File: config.mk
export PLATFORM = sky130hd
export DESIGN_NAME = bus_reader
export DESIGN_NICKNAME = d
export VERILOG_FILES = /design/src/rtl/bus_pkg.sv /design/src/rtl/bus_reader_store.sv /design/src/rtl/bus_reader.sv
export SDC_FILE = /design/constraint.sdc
export NUM_CORES = 1
export LEC_CHECK = 0
export CORE_ASPECT_RATIO = 0.7
export CORE_MARGIN = 2
export CORE_UTILIZATION = 40
export DETAILED_ROUTE_END_ITERATION = 16
export DONT_BUFFER_PORTS = 1
export PLACE_DENSITY = 0.66
export RECOVER_POWER = 50
export SYNTH_ARGS = -nofsm -noshare
export SYNTH_HDL_FRONTEND = slang
export SYNTH_SLANG_ARGS = --single-unit
File: constraint.sdc
create_clock -name clk -period 5.7 [get_ports clk]
set_input_delay 0 -clock clk [delete_from_list [all_inputs] [get_ports clk]]
set_output_delay 0 -clock clk [all_outputs]
set_load 0.1 [all_outputs]
File: src/rtl/bus_pkg.sv
// rtl/bus_pkg.sv - shared datapath bus constants and word type
package bus_pkg;

    // Width of the shared datapath bus, also used by the special registers.
    localparam int BUS_WIDTH  = 16;

    // Default capture FIFO depth for bus readers (power of 2, at least 2).
    localparam int FIFO_DEPTH = 4;

    typedef logic [BUS_WIDTH-1:0] bus_word_t;

endpackage

File: src/rtl/bus_reader_store.sv
// rtl/bus_reader_store.sv - register array with one sync write and one async read port
module bus_reader_store #(
    parameter  int WIDTH = 16,
    parameter  int DEPTH = 4,
    localparam int AW    = $clog2(DEPTH)
) (
    input  logic             clk,
    input  logic             we,
    input  logic [AW-1:0]    waddr,
    input  logic [WIDTH-1:0] wdata,
    input  logic [AW-1:0]    raddr,
    output logic [WIDTH-1:0] rdata
);

    // Contents are deliberately not reset; validity is tracked by the owner's count.
    logic [WIDTH-1:0] mem [DEPTH];

    // Synchronous write port.
    always_ff @(posedge clk) begin
        if (we) begin
            mem[waddr] <= wdata;
        end
    end

    // Asynchronous read port so the head word falls through without a cycle of latency.
    assign rdata = mem[raddr];

endmodule

File: src/rtl/bus_reader.sv
// rtl/bus_reader.sv - samples the shared bus on load strobe into a FWFT FIFO
module bus_reader
    import bus_pkg::*;
#(
    parameter  int WIDTH = BUS_WIDTH,
    parameter  int DEPTH = FIFO_DEPTH,
    localparam int AW    = $clog2(DEPTH)
) (
    input  logic             clk,
    input  logic             reset,
    input  logic [WIDTH-1:0] bus,
    input  logic             l,
    output logic [WIDTH-1:0] out_data,
    output logic             out_valid,
    input  logic             out_ready,
    output logic [AW:0]      count,
    output logic             full,
    output logic             empty,
    output logic             overflow,
    input  logic             clr_ovf
);

    localparam int CW = AW + 1;

    logic [AW-1:0]    wr_ptr;
    logic [AW-1:0]    rd_ptr;
    logic             push;
    logic             pop;
    logic             drop;
    logic             store_we;
    logic [WIDTH-1:0] head_word;

    // Occupancy flags come from the counter, so a full buffer and an empty
    // buffer never alias the way equal pointers would.
    assign full  = (count == CW'(DEPTH));
    assign empty = (count == '0);

    // A pop frees a slot in the same cycle, so a full buffer still accepts a
    // capture when the consumer is draining.
    assign pop   = out_valid && out_ready;
    assign push  = l && (!full || pop);
    assign drop  = l && full && !pop;

    // Nothing lands in storage while reset is held, even if a strobe arrives.
    assign store_we = push && !reset;

    bus_reader_store #(
        .WIDTH (WIDTH),
        .DEPTH (DEPTH)
    ) u_store (
        .clk   (clk),
        .we    (store_we),
        .waddr (wr_ptr),
        .wdata (bus),
        .raddr (rd_ptr),
        .rdata (head_word)
    );

    // Pointer, occupancy and sticky overflow bookkeeping.
    always_ff @(posedge clk) begin
        if (reset) begin
            wr_ptr   <= '0;
            rd_ptr   <= '0;
            count    <= '0;
            overflow <= 1'b0;
        end else begin
            if (push) begin
                wr_ptr <= wr_ptr + AW'(1);
            end
            if (pop) begin
                rd_ptr <= rd_ptr + AW'(1);
            end
            case ({push, pop})
                2'b10:   count <= count + CW'(1);
                2'b01:   count <= count - CW'(1);
                default: count <= count;
            endcase
            // A drop in the same cycle as a clear must leave the flag set.
            if (drop) begin
                overflow <= 1'b1;
            end else if (clr_ovf) begin
                overflow <= 1'b0;
            end
        end
    end

    // Head-of-queue presentation; the data bus reads zero when nothing is held
    // so stale storage never shows on the output.
    always_comb begin
        out_valid = !empty;
        out_data  = '0;
        if (!empty) begin
            out_data = head_word;
        end
    end

endmodule

## Word level (Yosys, flattened, before mapping)

Memories as Yosys holds them, arrays and structs flattened. A register that Yosys moved wholly into a read port is not among the register bits.
Index checks and enable logic that the tools add are counted.

- Add/subtract/negate cells: 4
- Reduce and logical (&&, ||, !) cells: 13
- Eq/ne operators: 3
- Muxes and demuxes: 8

Operators with widths:

| operator | count |
|---|---|
| 2-to-1 mux 16 bit | 1 |
| case mux 3 bit (2 select lines) | 1 |
| logical AND 1 bit | 5 |
| adder 2 x 1 -> 2 bit (second input constant) | 2 |
| zero test 1 bit | 4 |
| 2-to-1 mux 1 bit | 4 |
| 2-to-1 mux 2 bit | 2 |
| nonzero test 2 bit | 2 |
| adder 3 x 1 -> 3 bit (second input constant) | 1 |
| == test 3 bit (second input constant) | 1 |
| zero test 3 bit | 1 |
| subtractor 3 x 1 -> 3 bit (second input constant) | 1 |
| == test 2 x 1 -> 1 bit (second input constant) | 1 |
| == test 2 bit (second input constant) | 1 |
| logical OR 1 bit | 1 |

- Logic and storage cells: 33
- Input port bits: 21
- Output and inout bits: 23
- Memories kept: 1
- Register bits after elaboration: 8
- Memory bits (writable): 64

Memory list:

| memory | depth | width | rd ports | clocked after memory_dff | wr ports | line | source |
|---|---|---|---|---|---|---|---|
| u_store.mem | 4 | 16 | 1 | 1 | 1 | bus_reader_store.sv:16 | `logic [WIDTH-1:0] mem [DEPTH];` |

## Depth between registers and ports, before layout

- Word-level depth: 8
- Mapped depth: 9
- Depth with buffers taken out: 7

## Modules after synthesis

From an unflattened synthesis, not the netlist that was laid out.

- Cell total of the unflattened synthesis: 153
- Area total of the unflattened synthesis: 2912.8 um2

By module, submodules not included:

| module | cells each | times used | sequential area each (um2) | area each (um2) |
|---|---|---|---|---|
| bus_reader_store | 88 | 1 | 1921.8 | 2377.3 |
| bus_reader | 65 | 1 | 160.2 | 535.5 |

## Least setup slack after synthesis

OpenSTA, ideal clock, no wires.

- Path kind: register to register
- Start: register count[1]
- End: register count[2]
- Stages on the path, launching flop included: 10
- Library setup time: 0.133 ns
- Period minus slack after synthesis: 3.555 ns
- Buffers on the path: 2
- Data arrival time: 3.423 ns
- Data required time: 5.567 ns
- Setup slack: 2.145 ns
- Cells stage by stage: dfxtp_1 -> clkbuf_2 -> nor3_4 -> buf_6 -> inv_1 -> nand3_1 -> fa_1 -> or3b_2 -> nand3_1 -> a31oi_1

- Longest elaborated chain between the ends: 7
- Elaborated cells on any way between the ends: 13

RTL lines:

| what | line | source |
|---|---|---|
| start, declared | bus_reader.sv:16 | `output logic [AW:0] count,` |
| start signal, assigned | bus_reader.sv:74 | `2'b10: count <= count + CW'(1);` |
| start signal, assigned | bus_reader.sv:75 | `2'b01: count <= count - CW'(1);` |
| start signal, assigned | bus_reader.sv:76 | `default: count <= count;` |
| zero test 3 bit * | bus_reader.sv:36 | `assign empty = (count == '0);` |
| via empty | bus_reader.sv:18 | `output logic empty,` |
| zero test 1 bit * | n/a |  |
| via out_valid | bus_reader.sv:14 | `output logic out_valid,` |
| logical AND 1 bit * | bus_reader.sv:40 | `assign pop = out_valid && out_ready;` |
| logical OR 1 bit | bus_reader.sv:41 | `assign push = l && (!full \|\| pop);` |
| logical AND 1 bit | bus_reader.sv:41 |  |
| == test 2 x 1 -> 1 bit or == test 2 bit (tied branches) | bus_reader.sv:73 | `case ({push, pop})` |
| case mux 3 bit (2 select lines) or nonzero test 2 bit (tied branches) | n/a |  |

The timed path passes the listed nets; every way through them passes the cells marked *.
A chain may end at the register's enable or synchronous reset.

## Worst setup path in the final report

- Start: register count[2]
- End: register wr_ptr[0]

- Longest elaborated chain between the ends: 5
- Elaborated cells on any way between the ends: 7

RTL lines:

| what | line | source |
|---|---|---|
| zero test 3 bit | bus_reader.sv:36 |  |
| zero test 1 bit | n/a |  |
| logical AND 1 bit | bus_reader.sv:40 |  |
| logical OR 1 bit * | bus_reader.sv:41 |  |
| logical AND 1 bit * | bus_reader.sv:41 |  |
| end signal, assigned | bus_reader.sv:68 | `wr_ptr <= wr_ptr + AW'(1);` |
| end, declared | bus_reader.sv:25 | `logic [AW-1:0] wr_ptr;` |

Every way passes the cells marked *; elsewhere a longest branch is shown, timed or not.

==> impl_metrics.ini <==
[floorplan]
initial_core_util_pct = 42.04
rows = 26
core_sq_um = 7417
die-area_sq_um = 8529
die_w_um = 109.5
ios = 44
die_h_um = 77.87

[cells_and_area]
drive_gt1_share_pct = 18.54
final_cells = 303
syn2layout_area_growth_pct = 15.69
n_fill_cell = 629
insertedDiodeCount = 0
finalNetCount = 226

[drt]
first_pass_iters = 4
vias = 1568
met2_length_um = 2629
drt-met1-wl_um = 2341
post-route-drc-count = 0
drt_iter0_markers = 80
drtAntennaViolNets = 0
top_layer = met4
wl_met3_um = 317
wl_um = 5346
wl_per_cell_um = 17.64
via_per_inst = 5.175

[synthesis]
synthTopCellsByCount = 64 x edfxtp_1, 10 x dfxtp_1, 10 x mux4_2, 10 x nor2b_1
avgSynthCellArea_sq_um = 18.02
syn_inst = 173
yosysSeqAreaShare_pct = 68.06
syn_area_sq_um = 3118
yosys-top-cells-area = edfxtp_1 62%, mux4_2 7.2%, dfxtp_1 6.4%
syn-num-nets = 199
synth_edf_count = 64
yosysMostFrequentCell = edfxtp_1
yosysWarnings = 0
yosysTopAreaCell = edfxtp_1
ys_async_sr_fraction_pct = 0
synth_top_area_share_pct = 61.64
yosysUniqueCellTypes = 34
ys.flop_type = edfxtp_1
ys_seq_elements = 74

[sta]
fmax_mhz = 271.4
slew-limit-headroom_pct = -56.23
slew_viol_final = 17
rsz0062_at_grt = false
hold_viol_final = 0
setup_viol = 0
tns_ns = 0
post-route-min-period_ns = 3.685
skew_ns = 0.006765
worst_pin_slew_ns = 2.343
post-route-period-util_pct = 64.65

[worst_setup_path]
r2r_start = count[2]$_SDFFE_PP0P_
start_kind = register
critPathLaunch = count[2]$_SDFFE_PP0P_
path_class = register to register
end_kind = register
required_ns = 5.98
reg2regPathDepth = 6
worst_ep_arrival_time_ns = 3.96
worstPathMaxFanout = 9

[run]
maxCapViolations = 1

[clock_tree]
clk_pin_slew_ns = 0.07
clock-sinks = 74
clockRootBuffer = clkbuf_8
cts_tree = done
cts_buffers = 9
cts_max_level = 3
post_cts_resized = 0
clockBufferDepth = 2
clock_latency_ns = 0.34

[placement]
hpwlAfterDp_um = 3434
gp_congestion = 0.7278
placed_cells = 264
io_buffers = 0

[worst_hold_path]
hp-start = l
hold_depth = 3
worst_hold_path_type = input port to register

[global_routing]
grt_pass1_wl_um = 8383
grt_pass1_vias = 1630
grt_max_degree = 18
grt_remaining_overflow = 0
grt_usage_pct = 13.75
grt_antenna_before_repair = 0

[power]
power.density_cell_area_nw_per_um2 = 399.9
leakage_nw = 1.183
max-vdd-ir-drop_v = 0.0001858
total_power_mw = 1.442

[status]
violations = capacitance limit, slew limit
status = complete, but fails checks
==> power by group <==
part	switching, mW	internal, mW
sequential	0.0215	0.608
combinational	0.306	0.0782
clock	0.184	0.245
==> per-layer routing <==
metal | track usage [%] | vias to the layer above
li1 | - | 720
met5 | 0 | -
met3 | 6.723 | 6
met4 | 4.177 | 0
met2 | 21.05 | 37
met1 | 17.22 | 805
==> per-stage QoR <==
| step | hold slack (ns) | area (sq um) | worst slack [ns] | util, % |
|---|---|---|---|---|
| final | 0.03890 | 3607 | 2.015 | 48.63 |
| after global routing | 0.03739 | 3607 | 1.760 | 48.63 |
| after CTS | 0.02895 | 3649 | 2.926 | 49.19 |
| after detailed placement | 0.07348 | 3202 | 3.235 | 43.17 |
| after global placement | 0.07263 | 3202 | 3.333 | 43.17 |
| after floorplan | 0.09887 | 3118 | 2.145 | - |
==> registers in the layout (all words and copies together), names as in the netlist, named ones only <==
signal	cells
count	3
u_store.mem	64
wr_ptr	2
overflow	1
rd_ptr	2
==> path summary, 6_finish.rpt <==
path / slack [ns] / end
min: 0.04 / count[0]$_SDFFE_PP0P_
max: 2.02 / wr_ptr[0]$_SDFFE_PP0N_
max reg2reg: 2.02 / wr_ptr[0]$_SDFFE_PP0N_
min reg2reg: 0.54 / rd_ptr[1]$_SDFFE_PP0N_
==> kinds of logic after synthesis <==
kind of cell / after synthesis / share of synthesized area, %
buffers and inverters: 18 / 3.692
AOI/OAI and AO/OA: 13 / 2.769
DFF: 74 / 68.06
and+or+nand+nor: 43 / 9.832
adders and majority gates: 5 / 2.247
muxes: 16 / 12.28
xor gates and xnor gates: 4 / 1.123
==> repair_timing <==
| item | CTS | global route |
|---|---|---|
| setup buffers | 0 | 0 |
| endpoints found under the hold margin | 74 | 0 |
| hold buffers | 23 | 0 |
==> cells in the final DEF (no fill, tap or decap), types with 4 or more instances in the layout <==
cell	n
ha_1	4
nor2_1	7
mux4_1	6
clkbuf_8	9
and2b_1	5
xor2_1	4
nand3_1	4
edfxtp_1	64
dlygate4sd3_1	23
mux4_2	10
dfxtp_1	10
inv_1	7
nor2b_2	8
clkbuf_1	4
==> critical path, cell delays in order (launching register included) <==
cell,delay (ns)
dfxtp_1,0.35
clkbuf_1,1.09
nor4b_1,0.77
o21ai_0,0.14
dlygate4sd3_1,0.59
a21oi_1,0.12
dlygate4sd3_1,0.56
==> cell type report <==
cell class / instances / area (sq um) / share of cell area [%]
multi-input combinational: 81 / 874.6 / 24.25
sequential: 74 / 2122 / 58.83
tap: 98 / 122.6 / 3.399
clock buffer: 9 / 123.9 / 3.434
timing repair buffer: 27 / 245.2 / 6.798
inverter: 7 / 26.28 / 0.7284
clock inverter: 7 / 92.59 / 2.567
No activity file was read; power rests on OpenSTA's default activity.
